--- src/rtl/led_blink_ctrl.sv ---
// Multi-channel LED blinker. Each channel runs its own OFF/ON/BLINK/BURST
// sequencer. After reset every channel repeats the legacy free-running
// CLOCK_50 blink.

// One LED channel: config latch, half-period counter and burst pulse counter.
module led_blink_ch #(
    parameter int CNT_W        = 26,
    parameter int PUL_W        = 8,
    parameter int DEFAULT_HALF = 25_000_000
) (
    input  logic             CLOCK_50,
    input  logic             reset,
    input  logic             run,
    input  logic             cfg_we,
    input  logic [1:0]       cfg_mode,
    input  logic [CNT_W-1:0] cfg_half,
    input  logic [PUL_W-1:0] cfg_pulses,
    output logic             led,
    output logic             busy,
    output logic             done
);
    typedef enum logic [1:0] {
        MODE_OFF   = 2'b00,
        MODE_ON    = 2'b01,
        MODE_BLINK = 2'b10,
        MODE_BURST = 2'b11
    } mode_t;

    localparam logic [CNT_W-1:0] HALF_RST = CNT_W'(DEFAULT_HALF);

    mode_t            mode, mode_nx;
    logic [CNT_W-1:0] half, half_nx;
    logic [CNT_W-1:0] cnt,  cnt_nx;
    logic [PUL_W-1:0] rem,  rem_nx;
    logic             led_nx;
    logic             done_nx;
    // A burst written with zero pulses still owes one done pulse on the
    // first running cycle; this flag remembers that debt.
    logic             zero_pend, zero_pend_nx;

    // State register; reset wins over any write or run in the same cycle.
    always_ff @(posedge CLOCK_50) begin
        if (reset) begin
            mode      <= MODE_BLINK;
            half      <= HALF_RST;
            cnt       <= '0;
            rem       <= '0;
            led       <= 1'b0;
            done      <= 1'b0;
            zero_pend <= 1'b0;
        end else begin
            mode      <= mode_nx;
            half      <= half_nx;
            cnt       <= cnt_nx;
            rem       <= rem_nx;
            led       <= led_nx;
            done      <= done_nx;
            zero_pend <= zero_pend_nx;
        end
    end

    // Next state: a write restarts the channel; otherwise advance only when run=1.
    always_comb begin
        mode_nx      = mode;
        half_nx      = half;
        cnt_nx       = cnt;
        rem_nx       = rem;
        led_nx       = led;
        done_nx      = 1'b0;
        zero_pend_nx = zero_pend;

        if (cfg_we) begin
            mode_nx      = mode_t'(cfg_mode);
            half_nx      = cfg_half;
            rem_nx       = cfg_pulses;
            cnt_nx       = '0;
            led_nx       = (mode_t'(cfg_mode) == MODE_ON);
            zero_pend_nx = (mode_t'(cfg_mode) == MODE_BURST) && (cfg_pulses == '0);
        end else if (run) begin
            case (mode)
                MODE_OFF: begin
                    led_nx = 1'b0;
                    cnt_nx = '0;
                end
                MODE_ON: begin
                    led_nx = 1'b1;
                    cnt_nx = '0;
                end
                MODE_BLINK: begin
                    if (cnt == half) begin
                        led_nx = ~led;
                        cnt_nx = '0;
                    end else begin
                        cnt_nx = cnt + CNT_W'(1);
                    end
                end
                default: begin // MODE_BURST
                    if (zero_pend) begin
                        done_nx      = 1'b1;
                        zero_pend_nx = 1'b0;
                    end else if (rem != '0) begin
                        if (cnt == half) begin
                            cnt_nx = '0;
                            if (led) begin
                                // Falling edge closes one pulse.
                                led_nx  = 1'b0;
                                rem_nx  = rem - PUL_W'(1);
                                done_nx = (rem == PUL_W'(1));
                            end else begin
                                led_nx = 1'b1;
                            end
                        end else begin
                            cnt_nx = cnt + CNT_W'(1);
                        end
                    end else begin
                        led_nx = 1'b0;
                        cnt_nx = '0;
                    end
                end
            endcase
        end
    end

    // Busy reflects registered state only.
    always_comb begin
        busy = (mode == MODE_BLINK) || ((mode == MODE_BURST) && (rem != '0));
    end
endmodule

// Top: decodes the config channel select and fans out to the channels.
module led_blink_ctrl #(
    parameter int N_CH         = 4,
    parameter int CNT_W        = 26,
    parameter int PUL_W        = 8,
    parameter int DEFAULT_HALF = 25_000_000,
    localparam int CH_W        = $clog2(N_CH)
) (
    input  logic             CLOCK_50,
    input  logic             reset,
    input  logic             run,
    input  logic             cfg_we,
    input  logic [CH_W-1:0]  cfg_ch,
    input  logic [1:0]       cfg_mode,
    input  logic [CNT_W-1:0] cfg_half,
    input  logic [PUL_W-1:0] cfg_pulses,
    output logic [N_CH-1:0]  LED,
    output logic [N_CH-1:0]  LED_N,
    output logic [N_CH-1:0]  busy,
    output logic [N_CH-1:0]  done
);
    logic [N_CH-1:0] ch_we;

    // Active-low copy for boards that sink LED current.
    assign LED_N = ~LED;

    // Selects >= N_CH match no channel, so such writes are dropped.
    for (genvar i = 0; i < N_CH; i++) begin : g_ch
        assign ch_we[i] = cfg_we && (cfg_ch == CH_W'(i));

        led_blink_ch #(
            .CNT_W       (CNT_W),
            .PUL_W       (PUL_W),
            .DEFAULT_HALF(DEFAULT_HALF)
        ) u_ch (
            .CLOCK_50  (CLOCK_50),
            .reset     (reset),
            .run       (run),
            .cfg_we    (ch_we[i]),
            .cfg_mode  (cfg_mode),
            .cfg_half  (cfg_half),
            .cfg_pulses(cfg_pulses),
            .led       (LED[i]),
            .busy      (busy[i]),
            .done      (done[i])
        );
    end
endmodule

--- config.mk ---
export PLATFORM = sky130hd
export DESIGN_NAME = led_blink_ctrl
export DESIGN_NICKNAME = d
export VERILOG_FILES = /design/src/rtl/led_blink_ctrl.sv
export SDC_FILE = /design/constraint.sdc
export NUM_CORES = 1
export LEC_CHECK = 0
export ABC_AREA = 1
export CORE_AREA = 2 2 240 242
export CTS_CLUSTER_DIAMETER = 150
export CTS_CLUSTER_SIZE = 16
export DETAILED_ROUTE_END_ITERATION = 8
export DIE_AREA = 0 0 242 244
export GPL_ROUTABILITY_DRIVEN = 1
export PLACE_DENSITY_LB_ADDON = 0.1
export SLEW_MARGIN = 20
export SYNTH_ARGS = -nofsm -noshare
export SYNTH_HDL_FRONTEND = slang
export SYNTH_SLANG_ARGS = --single-unit
--- constraint.sdc ---
create_clock -name CLOCK_50 -period 2.6 [get_ports CLOCK_50]
set_input_delay 0.52 -clock CLOCK_50 [delete_from_list [all_inputs] [get_ports CLOCK_50]]
set_output_delay 0.52 -clock CLOCK_50 [all_outputs]
set_load 0.02 [all_outputs]
==> results of run 1 <==
## worst min path at each step
stage | slack [ns] | start | cells after the start | to
CTS | 0.38 | reset | 2 | g_ch[2].u_ch.rem[1]
global route | 0.41 | reset | 2 | g_ch[2].u_ch.rem[5]
finish | 0.41 | reset | 2 | g_ch[2].u_ch.rem[1]
detailed placement | 0.46 | g_ch[3].u_ch.half[0] | 2 | g_ch[3].u_ch.half[0]
floorplan | 0.44 | g_ch[1].u_ch.half[0] | 2 | g_ch[1].u_ch.half[0]
global placement | 0.46 | g_ch[3].u_ch.half[17] | 2 | g_ch[3].u_ch.half[17]
## power by group
part	switching, mW	internal (mW)
combinational	0.739	0.418
clock	1.57	1.44
sequential	0.103	4.10
## worst max-delay path, cell delays in order, from the launching register on
cell             delay [ns]
dfxtp_1                0.36
inv_1                  0.09
ha_1                   0.22
nand2_1                0.07
nor2_1                 0.08
a21oi_2                0.28
clkdlybuf4s15_1        0.36
## cells in the mapped netlist, types with 12 or more instances
master | instances | share of area
a21oi_1 | 130 | 0.047
a22oi_1 | 18 | 0.0097
buf_4 | 14 | 0.0075
clkbuf_1 | 41 | 0.011
dfxtp_1 | 260 | 0.37
ha_1 | 15 | 0.013
inv_1 | 277 | 0.075
inv_2 | 18 | 0.0048
nand2_1 | 508 | 0.14
nand2_2 | 19 | 0.0085
nand3_1 | 122 | 0.044
nand4_1 | 27 | 0.012
nor2_1 | 242 | 0.065
nor2_2 | 12 | 0.0054
nor3_1 | 81 | 0.029
nor4_1 | 19 | 0.0085
o211ai_1 | 26 | 0.014
o21ai_0 | 110 | 0.039
o22ai_1 | 21 | 0.0094
xnor2_1 | 19 | 0.012
xor2_1 | 53 | 0.033
## per-stage QoR
step | utilization | hold slack (ns)
global placement | 0.279 | 0.460
CTS | 0.288 | 0.384
detailed placement | 0.279 | 0.464
finish | 0.288 | 0.407
global route | 0.288 | 0.414
floorplan | - | 0.444
## logic make-up (layout without fill, tap and decap cells)
group                      Yosys count  after routing  synth area share
and+or+nand+nor                   1062           1062             0.333
buffers and inverters              365            440             0.105
AOI/OAI and AO/OA                  325            325             0.130
DFF                                260            260             0.373
xor gates and xnor gates            72             72            0.0452
adders and majority gates           15             15            0.0135
other                                0              1                 0
## per-layer routing
layer | up-vias | wire (um)
met2 | 247 | 22300
met1 | 6191 | 24400
met5 | - | 17
met3 | 67 | 1920
li1 | 6882 | -
met4 | 4 | 1560
## flip-flops by register name, summed over array words and instances, names as in the netlist
signal	flops
g_ch.u_ch.half	104
g_ch.u_ch.mode	8
g_ch.u_ch.zero_pend	4
g_ch.u_ch.rem	32
g_ch.u_ch.cnt	104
g_ch.u_ch.done	4
g_ch.u_ch.led	4
## what timing repair did
item / in CTS / in global routing
endpoints found under the hold margin: 0 / 0
resized for setup: 12 / 4
endpoints found under the setup margin: 4 / 3
## area by class of cell
cell class	count	area, sq um
clock inverter	1	16.3
antenna	1	2.50
sequential	260	5200
multi-input combinational	1474	7300
timing repair buffer	123	1110
inverter	295	1110
tap	756	946
fill	6291	40000
clock buffer	21	526
## cell usage in the layout (no fill, tap or decap), drive strengths merged, types with 2 or more instances in the layout
cell type      instances
buf                   67
nand3                128
o21ai                112
inv                  295
nand3b                 3
o32ai                  2
nand4                 30
xnor2                 19
o211ai                26
xor2                  53
dfxtp                260
or2                    3
nand2                528
clkdlybuf4s15          2
o21a                   2
clkbuf                22
a22oi                 18
o22ai                 21
and3                   2
clkdlybuf4s50         52
ha                    15
o21bai                 2
a31oi                  3
nor2                 258
nor4                  21
nor3                  88
a21oi                136
==> impl_metrics.toml, run 1 <==
[cts]
post_cts_buffers = 0
cts.sinks = 260
cts_tree = "built"
clockBufferDepth = 3
cts-root-buf = "clkbuf_16"
clkTransAtPathRegs_ns = 0.08
h-tree-depth = 1
postCtsHoldBufs = 0
clkLatencyLatePin_ns = 0.54
cts_buffers = 20

[global_route]
antenna_found_initial = 5
grt.busiest_layer = "met2"
grt_pass1_wl_um = 77600
use_met3 = 0.0222
grtUsageMet1 = 0.231
use_met2 = 0.278
grt_max_degree = 40
grt.total_usage = 0.169
grt_pass1_vias = 13000
overflow = 0

[detailed_routing]
ant_nets = 0
num_vias = 13400
avgRoutedWirePerCell_um = 17.1
finalWirelength_um = 50200
first_pass_iters = 5
first_iter_violations = 884
avgViaCountPerCell = 4.57
drcViolationCount = 0

[placement]
dp_hpwl_um = 38400
dp_cells = 2908
dpl_cell_area_sq_um = 15700
io_buffers = 57
place_ws_ns = 0.115
gp_congestion = 0.860

[critical_path]
critical_path_class = "flip-flop to output port"
cp-end-kind = "output port"
cp-start-kind = "flip-flop"
crit_arrival_ns = 1.98
reg2reg_slack_ns = 0.39
cp-startpoint = "g_ch[2].u_ch.rem[0]"
cp_max_fo = 4
endpoint = "busy[2]"
worstPathRequired_ns = 2.08
reg2reg_to = "g_ch[1].u_ch.cnt[25]"
rr_startpoint = "g_ch[1].u_ch.cnt[12]"
worst-r2r-cell-count = 11

[sta]
tns_ns = 0
max_freq_ghz = 0.400
rsz0062_at_grt = "no"
fin_crit_sh = 0.962
tightest_slew_ns = 0.591
setup_ws_ns = 0.0979
post-route-min-period_ns = 2.50
hold_viol_final = 0
setup_violations = 0
slew-limit-headroom = 0.605
fin_skew_ns = 0.0212
report.final.slew_viol_count = 0

[die]
dieArea_sq_um = 59000
rows = 87
core_sq_um = 56200
initial_core_util = 0.248
ioPinCount = 58
die_y_um = 244
fp.dieW_um = 242

[run_status]
status = "finished clean"

[power]
leakagePower_nw = 6.79
power.total_mw = 8.37
power.density_nw_per_um2 = 516
irDropWorstVdd_mv = 0.386

[cells_and_area]
fin_cells = 2931
design_area_sq_um = 16200
drive_gt1_frac = 0.0837
areaGrowthSynthToFinish_pct = 16.2
final_nets = 2231

[synth]
yosysSeqAreaShare = 0.373
synth_edf_count = 0
syn-num-nets = 2156
synthDistinctLibCells = 47
syn-cell-area_sq_um = 13900
synth-async-reset-ratio = 0
yosys_warnings = 0
syn_area_per_cell_sq_um = 6.64
ys_ff_latch = 260
yosys_most_used_dff = "dfxtp_1"
synth_cells = 2099

[flow_run]
maxCapViolCount = 0

[worst_hold_path]
min-delay-path-class = "input pin to flip-flop"
Power figures use the tool's default switching activity.
==> run 2, diff against run 1 <==
--- a/config.mk
+++ b/config.mk
@@ -5,12 +5,11 @@
 export SDC_FILE = /design/constraint.sdc
 export NUM_CORES = 1
 export LEC_CHECK = 0
-export ABC_AREA = 1
-export CORE_AREA = 2 2 240 242
+export CORE_AREA = 2 2 229 231
 export CTS_CLUSTER_DIAMETER = 150
 export CTS_CLUSTER_SIZE = 16
 export DETAILED_ROUTE_END_ITERATION = 8
-export DIE_AREA = 0 0 242 244
+export DIE_AREA = 0 0 231 233
 export GPL_ROUTABILITY_DRIVEN = 1
 export PLACE_DENSITY_LB_ADDON = 0.1
 export SLEW_MARGIN = 20
==> run 2 against run 1 <==
- non-clock buffer count up 37
- clock-buffer cell count up 1
- routed wire length down 11%
- synthesized cell count down 25%
- first-iteration DRC count down 15%
- largest power group unchanged
- maximum frequency down 0.87%
- global-route usage down 0.45 points
- worst setup slack worse by 0.022 ns
- critical endpoint unchanged
- cell area down 5.8%
- register-to-register slack worse by 0.08 ns
- clock power about the same
- sequential power about the same
==> impl_metrics.toml, run 2 <==
[cells_and_area]
layout_commonest_cell = "nand2_1"
drive_gt1_frac = 0.108
largest_registers = "g_ch.u_ch.cnt x104, g_ch.u_ch.half x104, g_ch.u_ch.rem x32"
mostFrequentLayoutCells = "nand2_1, dfxtp_1, nor2_1, nand3_1, xnor2_1"
diodes = 0
final_nets = 1726
areaGrowthSynthToFinish_pct = 19.9
fin_cells = 2350
final_util = 0.299

[cts]
cts-root-buf = "clkbuf_16"
clkTransAtPathRegs_ns = 0.08
clkLatencyLatePin_ns = 0.53
postCtsHoldBufs = 0
cts_tree = "built"
cts_buffers = 20
h-tree-depth = 1
cts.sinks = 260
clockBufferDepth = 3

[die]
ioPinCount = 58
fp.dieW_um = 231
initial_core_util = 0.249
core_sq_um = 51100
die_y_um = 233
dieArea_sq_um = 53800
rows = 83

[global_route]
grt_pass1_vias = 10500
grt_max_degree = 69
grt_pass1_wl_um = 67100
antenna_found_initial = 0
overflow = 0
grt.total_usage = 0.164

[power]
leakagePower_nw = 5.40
power.density_nw_per_um2 = 533
irDropWorstVdd_mv = 0.348

[placement]
dp_cells = 2323
io_buffers = 57
place_ws_ns = -0.173
gp_congestion = 0.805
dp_hpwl_um = 32400

[detailed_routing]
first_iter_violations = 750
first_pass_iters = 5
avgViaCountPerCell = 4.70
ant_nets = 0
drcViolationCount = 0
finalWirelength_um = 44700
avgRoutedWirePerCell_um = 19.0
num_vias = 11000

[sta]
slew-limit-headroom = 0.584
max_freq_ghz = 0.396
tns_ns = 0
report.final.slew_viol_count = 0
tightest_slew_ns = 0.621
hold-worst-slack_ns = 0.336
fin_crit_sh = 0.971
post-route-min-period_ns = 2.52
rsz0062_at_grt = "no"
hold_viol_final = 0
fin_skew_ns = 0.0209
setup_ws_ns = 0.0760
setup_violations = 0

[critical_path]
worstPathRequired_ns = 2.08
cp_max_fo = 3
critical_path_class = "flip-flop to output port"
cp-end-kind = "output port"
crit_arrival_ns = 2.00
cp-start-kind = "flip-flop"

[synth]
yosys_warnings = 0
syn-num-nets = 1630
synth_cells = 1573
netlist.top_cell.by_area = "dfxtp_1"
synthDistinctLibCells = 78
syn_area_per_cell_sq_um = 8.09
synth-async-reset-ratio = 0
ys_ff_latch = 260
synth_top_area_share = 0.409
synth_common_cells = "nand2_1, dfxtp_1, nor2_1, nand3_1, xnor2_1"
syn-cell-area_sq_um = 12700
yosysSeqAreaShare = 0.409
yosysMostFrequentCell = "nand2_1"
synthTopCellsByArea = "dfxtp_1, nand2_1, xnor2_1, xor2_1, nand3_1"
yosys_most_used_dff = "dfxtp_1"
synth_edf_count = 0

[worst_hold_path]
min-delay-path-class = "input pin to flip-flop"

[run_status]
status = "finished clean"

[flow_run]
maxCapViolCount = 0
[run 2: area by class of cell]
class                           instances  area [sq um]
Fill cell                            5484         35800
Multi-Input combinational cell       1190          7060
Sequential cell                       260          5210
Timing Repair Buffer                  160          1470
Tap cell                              680           851
Clock buffer                           22           529
Inverter                               37           139
Clock inverter                          1          16.3
[run 2: repair_timing]
| item | CTS | global route |
|---|---|---|
| pin swaps | 3 | 4 |
| setup buffers | 4 | 1 |
| setup endpoints to repair | 4 | 5 |
| resized for setup | 25 | 7 |
[run 2: final timing paths]
check | start | end | slack [ns] | depth (start not counted)
setup / recovery | g_ch[2].u_ch.rem[3] | busy[2] | 0.08 | 4
hold reg to reg | g_ch[0].u_ch.half[9] | g_ch[0].u_ch.half[9] | 0.47 | 2
hold / removal | reset | g_ch[3].u_ch.zero_pend | 0.34 | 2
setup reg to reg | g_ch[1].u_ch.rem[0] | g_ch[1].u_ch.cnt[7] | 0.31 | 10
[run 2: cells by family (layout without fill, tap and decap cells)]
group / Yosys count / after routing / synth area share
AOI/OAI and AO/OA: 188 / 188 / 0.0912
xor gates and xnor gates: 204 / 204 / 0.143
adders and majority gates: 15 / 15 / 0.0147
buffers and inverters: 123 / 220 / 0.0427
DFF: 260 / 260 / 0.409
muxes: 6 / 6 / 0.00492
and+or+nand+nor: 777 / 777 / 0.295
[run 2: per-stage QoR]
step | power [mW] | cell area [sq um]
detailed placement | 5.24 | 14600
finish | 8.14 | 15300
global placement | 5.24 | 14600
CTS | 8.29 | 15200
floorplan | 4.77 | 12700
global route | 8.51 | 15300
[run 2: metal layers]
metal  up-vias  global-route usage  part of all wire
li1       5561                   -                 -
met1      5251               0.239              0.50
met2       186               0.257              0.44
met3        44              0.0192             0.030
met4         0              0.0423             0.025
met5         -                   0                 0
[run 2: critical path, cell delays in order, from the launching register on]
cell and delay, ns:
dfxtp_2 0.34, or4_4 0.57, nor3_4 0.22, a31oi_2 0.15, buf_2 0.19
[run 2: power by group]
group          leakage, nW  internal, mW  switching [mW]
Clock                0.267          1.45            1.54
Sequential            2.11          4.09           0.112
Combinational         3.02         0.388           0.564
